File: src/rtl/pc_ctrl_if.sv
`default_nettype none
// ============================================================================
// Module     : pc_ctrl_if
// Description: Fetch-stage redirect/fetch bundle between the pipeline control
//              (hazard unit, decode, CP0, instruction memory) and pc_ctrl.
// Revision   : 1.0  initial release
// ============================================================================
interface pc_ctrl_if;
  // Requests into the PC controller
  logic        stallF;
  logic        stallD;
  logic        imem_ready;
  logic        branchD;
  logic        cmp_taken;
  logic        jumpD;
  logic        jrD;
  logic [31:0] pc_branchD;
  logic [31:0] pc_jumpD;
  logic [31:0] rs_valD;
  logic        flush_exc;
  logic [31:0] exc_pc;

  // Fetch-side results from the PC controller
  logic [31:0] pcF;
  logic [31:0] pc_plus4F;
  logic        inst_en;
  logic        redirect_pending;
  logic        adelF;

  // Pipeline / environment side: drives requests, observes the fetch address
  modport master (
    output stallF, stallD, imem_ready, branchD, cmp_taken, jumpD, jrD,
           pc_branchD, pc_jumpD, rs_valD, flush_exc, exc_pc,
    input  pcF, pc_plus4F, inst_en, redirect_pending, adelF
  );

  // PC controller side
  modport slave (
    input  stallF, stallD, imem_ready, branchD, cmp_taken, jumpD, jrD,
           pc_branchD, pc_jumpD, rs_valD, flush_exc, exc_pc,
    output pcF, pc_plus4F, inst_en, redirect_pending, adelF
  );
endinterface
`default_nettype wire

File: src/rtl/pc_ctrl.sv
`default_nettype none
// ============================================================================
// Module     : pc_ctrl
// Description: Fetch-stage PC register and next-PC selector with MIPS
//              branch-delay-slot handling, pending-redirect capture across
//              instruction-memory wait states and CP0 exception override.
// Revision   : 1.0  initial release
// ============================================================================
module pc_ctrl #(
  parameter logic [31:0] RESET_PC = 32'hBFC0_0000
) (
  input  wire logic clk,
  input  wire logic rst,
  pc_ctrl_if.slave  bus
);

  // RUN: fetching normally. PEND: a redirect was seen while the delay slot
  // fetch had not yet been accepted; the target waits in pend_addr_q.
  typedef enum logic [0:0] {
    ST_RUN  = 1'b0,
    ST_PEND = 1'b1
  } state_t;

  state_t      state_q;
  logic [31:0] pc_q;
  logic [31:0] pend_addr_q;

  logic        w_accept;
  logic        w_req;
  logic [31:0] w_target;
  logic [31:0] w_pc_plus4;

  // Fetch at pc_q completes only when memory takes it and fetch is not stalled.
  assign w_accept = bus.imem_ready & ~bus.stallF;

  // A stalled decode stage carries no valid redirect; a not-taken branch is
  // simply sequential.
  assign w_req = ~bus.stallD &
                 (bus.jrD | bus.jumpD | (bus.branchD & bus.cmp_taken));

  // jr/jalr wins over j/jal, which wins over a conditional branch.
  assign w_target = bus.jrD   ? bus.rs_valD   :
                    bus.jumpD ? bus.pc_jumpD  :
                                bus.pc_branchD;

  // Wraps modulo 2^32 at the top of the address space.
  assign w_pc_plus4 = pc_q + 32'd4;

  // PC/redirect state machine: reset > exception > pending resolution >
  // new redirect > sequential advance.
  always_ff @(posedge clk) begin
    if (rst) begin
      pc_q        <= RESET_PC;
      state_q     <= ST_RUN;
      pend_addr_q <= 32'd0;
    end else if (bus.flush_exc) begin
      // CP0 overrides everything, including stalls and any captured target.
      pc_q        <= bus.exc_pc;
      state_q     <= ST_RUN;
      pend_addr_q <= 32'd0;
    end else begin
      case (state_q)
        ST_RUN: begin
          if (w_req) begin
            if (w_accept) begin
              // Delay slot at pc_q was fetched on this edge; go straight
              // to the target.
              pc_q <= w_target;
            end else begin
              // Delay slot not fetched yet; remember the target so that the
              // decode inputs may change freely while we wait.
              pend_addr_q <= w_target;
              state_q     <= ST_PEND;
            end
          end else if (w_accept) begin
            pc_q <= w_pc_plus4;
          end
        end
        ST_PEND: begin
          // Decode is still presenting the same branch; its inputs are
          // ignored until the delay slot fetch is accepted.
          if (w_accept) begin
            pc_q    <= pend_addr_q;
            state_q <= ST_RUN;
          end
        end
        default: begin
          state_q <= ST_RUN;
        end
      endcase
    end
  end

  assign bus.pcF              = pc_q;
  assign bus.pc_plus4F        = w_pc_plus4;
  assign bus.redirect_pending = (state_q == ST_PEND);
  // Fetch is requested in every cycle outside reset, including misaligned
  // addresses; the address error is reported and handled through CP0.
  assign bus.inst_en          = ~rst;
  assign bus.adelF            = |pc_q[1:0];

endmodule
`default_nettype wire

File: src/flat_wrapper.sv
// flat-port wrapper written by rule: the top's interface ports become plain ports
module pc_ctrl_flat 
#(
  parameter logic [31:0] RESET_PC = 32'hBFC0_0000
)
  (clk, rst, bus_stallF, bus_stallD, bus_imem_ready, bus_branchD, bus_cmp_taken, bus_jumpD, bus_jrD, bus_pc_branchD, bus_pc_jumpD, bus_rs_valD, bus_flush_exc, bus_exc_pc, bus_pcF, bus_pc_plus4F, bus_inst_en, bus_redirect_pending, bus_adelF);
  pc_ctrl_if bus_i ();
  input  wire logic clk;
  input  wire logic rst;
  input wire logic [$bits(bus_i.stallF)-1:0] bus_stallF;
  input wire logic [$bits(bus_i.stallD)-1:0] bus_stallD;
  input wire logic [$bits(bus_i.imem_ready)-1:0] bus_imem_ready;
  input wire logic [$bits(bus_i.branchD)-1:0] bus_branchD;
  input wire logic [$bits(bus_i.cmp_taken)-1:0] bus_cmp_taken;
  input wire logic [$bits(bus_i.jumpD)-1:0] bus_jumpD;
  input wire logic [$bits(bus_i.jrD)-1:0] bus_jrD;
  input wire logic [$bits(bus_i.pc_branchD)-1:0] bus_pc_branchD;
  input wire logic [$bits(bus_i.pc_jumpD)-1:0] bus_pc_jumpD;
  input wire logic [$bits(bus_i.rs_valD)-1:0] bus_rs_valD;
  input wire logic [$bits(bus_i.flush_exc)-1:0] bus_flush_exc;
  input wire logic [$bits(bus_i.exc_pc)-1:0] bus_exc_pc;
  output wire logic [$bits(bus_i.pcF)-1:0] bus_pcF;
  output wire logic [$bits(bus_i.pc_plus4F)-1:0] bus_pc_plus4F;
  output wire logic [$bits(bus_i.inst_en)-1:0] bus_inst_en;
  output wire logic [$bits(bus_i.redirect_pending)-1:0] bus_redirect_pending;
  output wire logic [$bits(bus_i.adelF)-1:0] bus_adelF;
  assign bus_i.stallF = bus_stallF;
  assign bus_i.stallD = bus_stallD;
  assign bus_i.imem_ready = bus_imem_ready;
  assign bus_i.branchD = bus_branchD;
  assign bus_i.cmp_taken = bus_cmp_taken;
  assign bus_i.jumpD = bus_jumpD;
  assign bus_i.jrD = bus_jrD;
  assign bus_i.pc_branchD = bus_pc_branchD;
  assign bus_i.pc_jumpD = bus_pc_jumpD;
  assign bus_i.rs_valD = bus_rs_valD;
  assign bus_i.flush_exc = bus_flush_exc;
  assign bus_i.exc_pc = bus_exc_pc;
  assign bus_pcF = bus_i.pcF;
  assign bus_pc_plus4F = bus_i.pc_plus4F;
  assign bus_inst_en = bus_i.inst_en;
  assign bus_redirect_pending = bus_i.redirect_pending;
  assign bus_adelF = bus_i.adelF;
  pc_ctrl #(.RESET_PC(RESET_PC)) u_core (.clk(clk), .rst(rst), .bus(bus_i));
endmodule
File: config.mk
export PLATFORM = sky130hd
export DESIGN_NAME = pc_ctrl_flat
export DESIGN_NICKNAME = d
export VERILOG_FILES = /design/src/rtl/pc_ctrl_if.sv /design/src/rtl/pc_ctrl.sv /design/src/flat_wrapper.sv
export SDC_FILE = /design/constraint.sdc
export NUM_CORES = 1
export LEC_CHECK = 0
export ABC_AREA = 1
export CAP_MARGIN = 20
export CORE_MARGIN = 2
export CORE_UTILIZATION = 44
export CTS_CLUSTER_DIAMETER = 80
export CTS_CLUSTER_SIZE = 20
export DETAILED_ROUTE_END_ITERATION = 8
export PLACE_DENSITY_LB_ADDON = 0.25
export SYNTH_ARGS = -nofsm -noshare
export SYNTH_HDL_FRONTEND = slang
export SYNTH_SLANG_ARGS = --single-unit
File: constraint.sdc
create_clock -name clk -period 2.14 [get_ports clk]
set_input_delay 0.428 -clock clk [delete_from_list [all_inputs] [get_ports clk]]
set_output_delay 0.428 -clock clk [all_outputs]
set_load 0.1 [all_outputs]
[After elaboration in Yosys (flattened, before gate mapping)]
Index checks and enable logic that the tools add are counted.
Word-level totals
  bits in registers: 65
  input bits: 138
  output and inout bits: 67
  logic and storage cells: 31
Cells by class
  $add $sub $neg: 1
  equal/unequal tests: 2
  muxes and demuxes: 11
  bitwise logic cells: 10
  reductions and logical operators: 4
Operators by type and width (count)
  $mux 32: 7
  $pmux 32 s2: 1
  $add 32x3->32 const B: 1
  $not 1->1: 5
  $reduce_or 2->1: 2
  $and 1x1->1: 3
  $ne 3x2->1 const B: 1
  $ne 3x3->1 const B: 1
  $reduce_and 3->1: 1
  $mux 1: 2
  $or 1x1->1: 2
  $pmux 1 s2: 1
  $reduce_and 2->1: 1

[Longest topological paths before layout]
  depth after elaboration: 6
  gate-level depth with buffers: 12

[Worst setup path before layout]
No wires, ideal clock.
  path kind: flip-flop to output port
  from: reg u_core.pc_q[2] (netlist: u_core.bus.pcF[2])
  to: out bus_pc_plus4F[25]
  arrival time: 3.516 ns
  required time: 1.712 ns
  path slack: -1.804 ns
  cell stages (with the launch flop): 7
  path through: dfxtp_1 -> inv_2 -> nor2_2 -> nand2_1 -> nor2_2 -> nand2_1 -> xor2_1
On the way
  cells in the longest elaborated chain, start to end: 1
RTL lines
  start, declared: line pc_ctrl.sv:25  | logic [31:0] pc_q;
  start signal, assigned: line pc_ctrl.sv:58  | pc_q <= bus.exc_pc;
  start signal, assigned: line pc_ctrl.sv:68  | pc_q <= w_target;
  start signal, assigned: line pc_ctrl.sv:76  | pc_q <= w_pc_plus4;
  $add 32x3->32: line pc_ctrl.sv:47  | assign w_pc_plus4 = pc_q + 32'd4;
  end, declared: line flat_wrapper.sv:23  | output wire logic [$bits(bus_i.pc_plus4F)-1:0] bus_pc_plus4F;
No other way between the ends.

[Worst setup path in the final report]
  from: reg u_core.pc_q[3] (netlist: u_core.bus.pcF[3])
  to: out bus_pc_plus4F[22]
Same word-level chain as after synthesis.

==> impl_metrics.py <==
metrics = {
    "layout": {
        "num-nets-final": 1197,
        "area_growth_pct": 80.9,
        "fin_area_um2": 8780,
        "antennaDiodeCount": 0,
        "drive_above_1_share_pct": 31.1,
    },
    "grt": {
        "grt_pass1_vias": 6383,
        "antenna_found_initial": 0,
        "grt_overflow": 0,
        "grt_pass1_wl_um": 31400,
        "grt_max_degree": 35,
        "grtUsageTotal_pct": 34.2,
    },
    "clock_tree": {
        "cts-root-buf": "clkbuf_8",
        "clk_pin_slew_worst_paths_ns": 0.08,
        "insertion_delay_ns": 0.35,
        "h-tree-depth": 3,
        "cts_tree": "done",
        "clockBufferDepth": 2,
        "numCtsBuffers": 9,
        "clock_sinks": 65,
    },
    "floorplanning": {
        "core_um2": 10800,
        "initial_core_util_pct": 45.0,
        "die-width_um": 109,
        "ioPinCount": 205,
        "fp-row-count": 38,
        "die_area_um2": 11900,
        "die_y_um": 109,
    },
    "placed_design": {
        "hpwl_um": 14600,
        "port_buffers": 204,
        "place_ws_ns": 0.0244,
        "placed_area_um2": 7810,
        "gp_congestion": 0.966,
    },
    "logic_synthesis": {
        "synth_fp_nets": 955,
        "synth_top_area_share_pct": 26.8,
        "synth_edf_count": 0,
        "netlist_area_um2": 4850,
        "ys_seq_elements": 65,
        "synth-async-reset-ratio_pct": 0,
        "postSynthAreaPerCell_um2": 5.95,
        "synth_largest_area_cell": "dfxtp_1",
        "syn_inst": 816,
        "yosys_warnings": 0,
        "synth.most_common_cell": "nand2_1",
        "synthTopCellsByCount": "227 x nand2_1, 124 x nor2_1, 110 x a21oi_1, 74 x o21ai_0, 65 x dfxtp_1",
        "yosysUniqueCellTypes": 38,
        "synth_area_leaders": "dfxtp_1 27%, nand2_1 18%, a21oi_1 11%, nor2_1 9.6%, o21ai_0 7.6%",
        "synthFlopType": "dfxtp_1",
        "seq_area_frac_synth_pct": 26.8,
    },
    "drt": {
        "drtIter0Drc": 673,
        "viasPerCell": 5.66,
        "totalWireLength_um": 21500,
        "drc_errors": 0,
        "wire_per_inst_um": 17.9,
        "drt-pass1-iter-count": 7,
        "ant_nets": 0,
        "num_vias": 6805,
    },
    "sta": {
        "tightest_slew_ns": 0.473,
        "finalSetupViolations": 23,
        "relSlewSlack_pct": 68.5,
        "drv_slew": 0,
        "rsz0062_at_grt": "true",
        "period_share_pct": 112,
        "max_freq_ghz": 0.416,
        "whs_ns": 0.454,
        "hold_violations": 0,
        "finClkSkew_ns": 0.0117,
        "finalCriticalPeriod_ns": 2.40,
        "fin_ws_ns": -0.263,
        "tns_ns": -2.93,
    },
    "setup_path": {
        "critical_path.max_fanout": 7,
        "r2r_slack_ns": 0.26,
        "rr_worst_depth": 13,
        "r2r-end": "u_core.bus.pcF[14]",
        "required_ns": 1.71,
        "cp-start-kind": "register",
        "reg2reg_from": "u_core.bus.pcF[3]",
        "crit_start": "u_core.bus.pcF[3]",
        "arrival_ns": 1.97,
        "endpoint_kind": "output port",
        "path_class": "reg2out",
        "setup.worst_path.end": "bus_pc_plus4F[22]",
    },
    "outcome": {
        "violations": "negative setup slack",
        "outcome": "finished with violations",
    },
    "job": {
        "cap_violations": 0,
    },
    "hold_path": {
        "hold_path.class": "reg2reg",
        "min_path_cells": 2,
    },
    "pwr": {
        "vdd_ir_drop_max_uv": 481,
        "pwr_density_cell_nw_per_um2": 571,
        "p_leak_uw": 0.00378,
    },
}
layout by cell type (no fill, tap or decap), types with 3 or more instances in the layout:
master,count
dfxtp_1,35
or2_2,5
buf_6,7
clkbuf_8,9
nand2_4,23
nand3b_1,4
xor2_4,8
a211oi_2,5
nand3_1,21
nor2_1,100
clkdlybuf4s50_1,137
a21oi_1,110
dfxtp_4,24
nor2_4,28
xor2_2,3
o21ai_0,72
dfxtp_2,6
nand3_4,4
xnor2_4,4
inv_2,6
buf_12,40
inv_1,47
nand2_1,186
and2_4,3
nor2_2,13
nand4_1,3
o211ai_1,4
nand3_2,4
buf_4,95
o21ai_1,4
nand2_2,29
critical path: stages, from the launching register on:
cell     delay, ns
dfxtp_4       0.40
ha_4          0.18
nand2_4       0.07
nor2_4        0.16
nand2_8       0.11
nor2_4        0.19
nand3_2       0.10
nand2_2       0.09
and2_4        0.15
buf_12        0.16
sequential cells by signal, indices dropped and copies added (netlist names):
name                         cells
u_core.pend_addr_q              32
u_core.bus.pcF                  32
u_core.bus.redirect_pending      1
area by class of cell:
cell class	count	area, um2
clock buffer	12	178
clock inverter	4	53.8
fill	708	2010
inverter	56	220
multi-input combinational	647	3790
sequential	65	1400
tap	140	175
timing repair buffer	279	2960
cell families after synthesis:
| logic type | count (synthesis) | synth area share [%] |
|---|---|---|
| xor gates and xnor gates | 16 | 3.35 |
| AOI/OAI and AO/OA | 204 | 22.4 |
| buffers and inverters | 104 | 9.48 |
| DFF | 65 | 26.8 |
| adders and majority gates | 1 | 0.258 |
| and+or+nand+nor | 426 | 37.7 |
metal layers:
layer  part of all wire, %  routed length (um)  global-route usage [%]  vias to the layer above
li1                      -                   -                       -                     3113
met5                     0                   0                       0                        -
met2                    48               10400                    57.8                      462
met3                   9.4                2010                    6.99                      120
met1                    36                7720                    40.9                     3110
met4                   6.4                1370                    17.9                        0
through the flow:
| step | util, % | total power [uW] | std cells |
|---|---|---|---|
| after floorplan | - | 2830 | 816 |
| after detailed placement | 72.3 | 3630 | 1143 |
| after global placement | 72.3 | 3610 | 1143 |
| final | 81.4 | 5020 | 1203 |
| after global routing | 81.4 | 5190 | 1203 |
| after CTS | 78.4 | 4910 | 1184 |
power breakdown:
| part | total (uW) | internal [uW] | switching, uW |
|---|---|---|---|
| Combinational | 2370 | 859 | 1510 |
| Sequential | 1410 | 1290 | 122 |
| Clock | 1230 | 688 | 544 |
| Total | 5020 | 2840 | 2180 |
how the worst min path moves through the flow:
stage                                   endpoint              startpoint  slack [ns]
final                     u_core.pend_addr_q[25]  u_core.pend_addr_q[25]        0.45
after global routing      u_core.pend_addr_q[26]  u_core.pend_addr_q[26]        0.48
after CTS                 u_core.pend_addr_q[25]  u_core.pend_addr_q[25]        0.45
after detailed placement  u_core.pend_addr_q[25]  u_core.pend_addr_q[25]        0.44
after global placement    u_core.pend_addr_q[23]  u_core.pend_addr_q[23]        0.43
after floorplan           u_core.pend_addr_q[12]  u_core.pend_addr_q[12]        0.42
repair_timing:
action | CTS | global route
endpoints found under the setup margin | 23 | 24
setup buffers | 25 | 20
resized for setup | 56 | 47
pin swaps | 27 | 46
hold buffers | 0 | 0
Note: power is estimated with default switching activity, not from simulation.
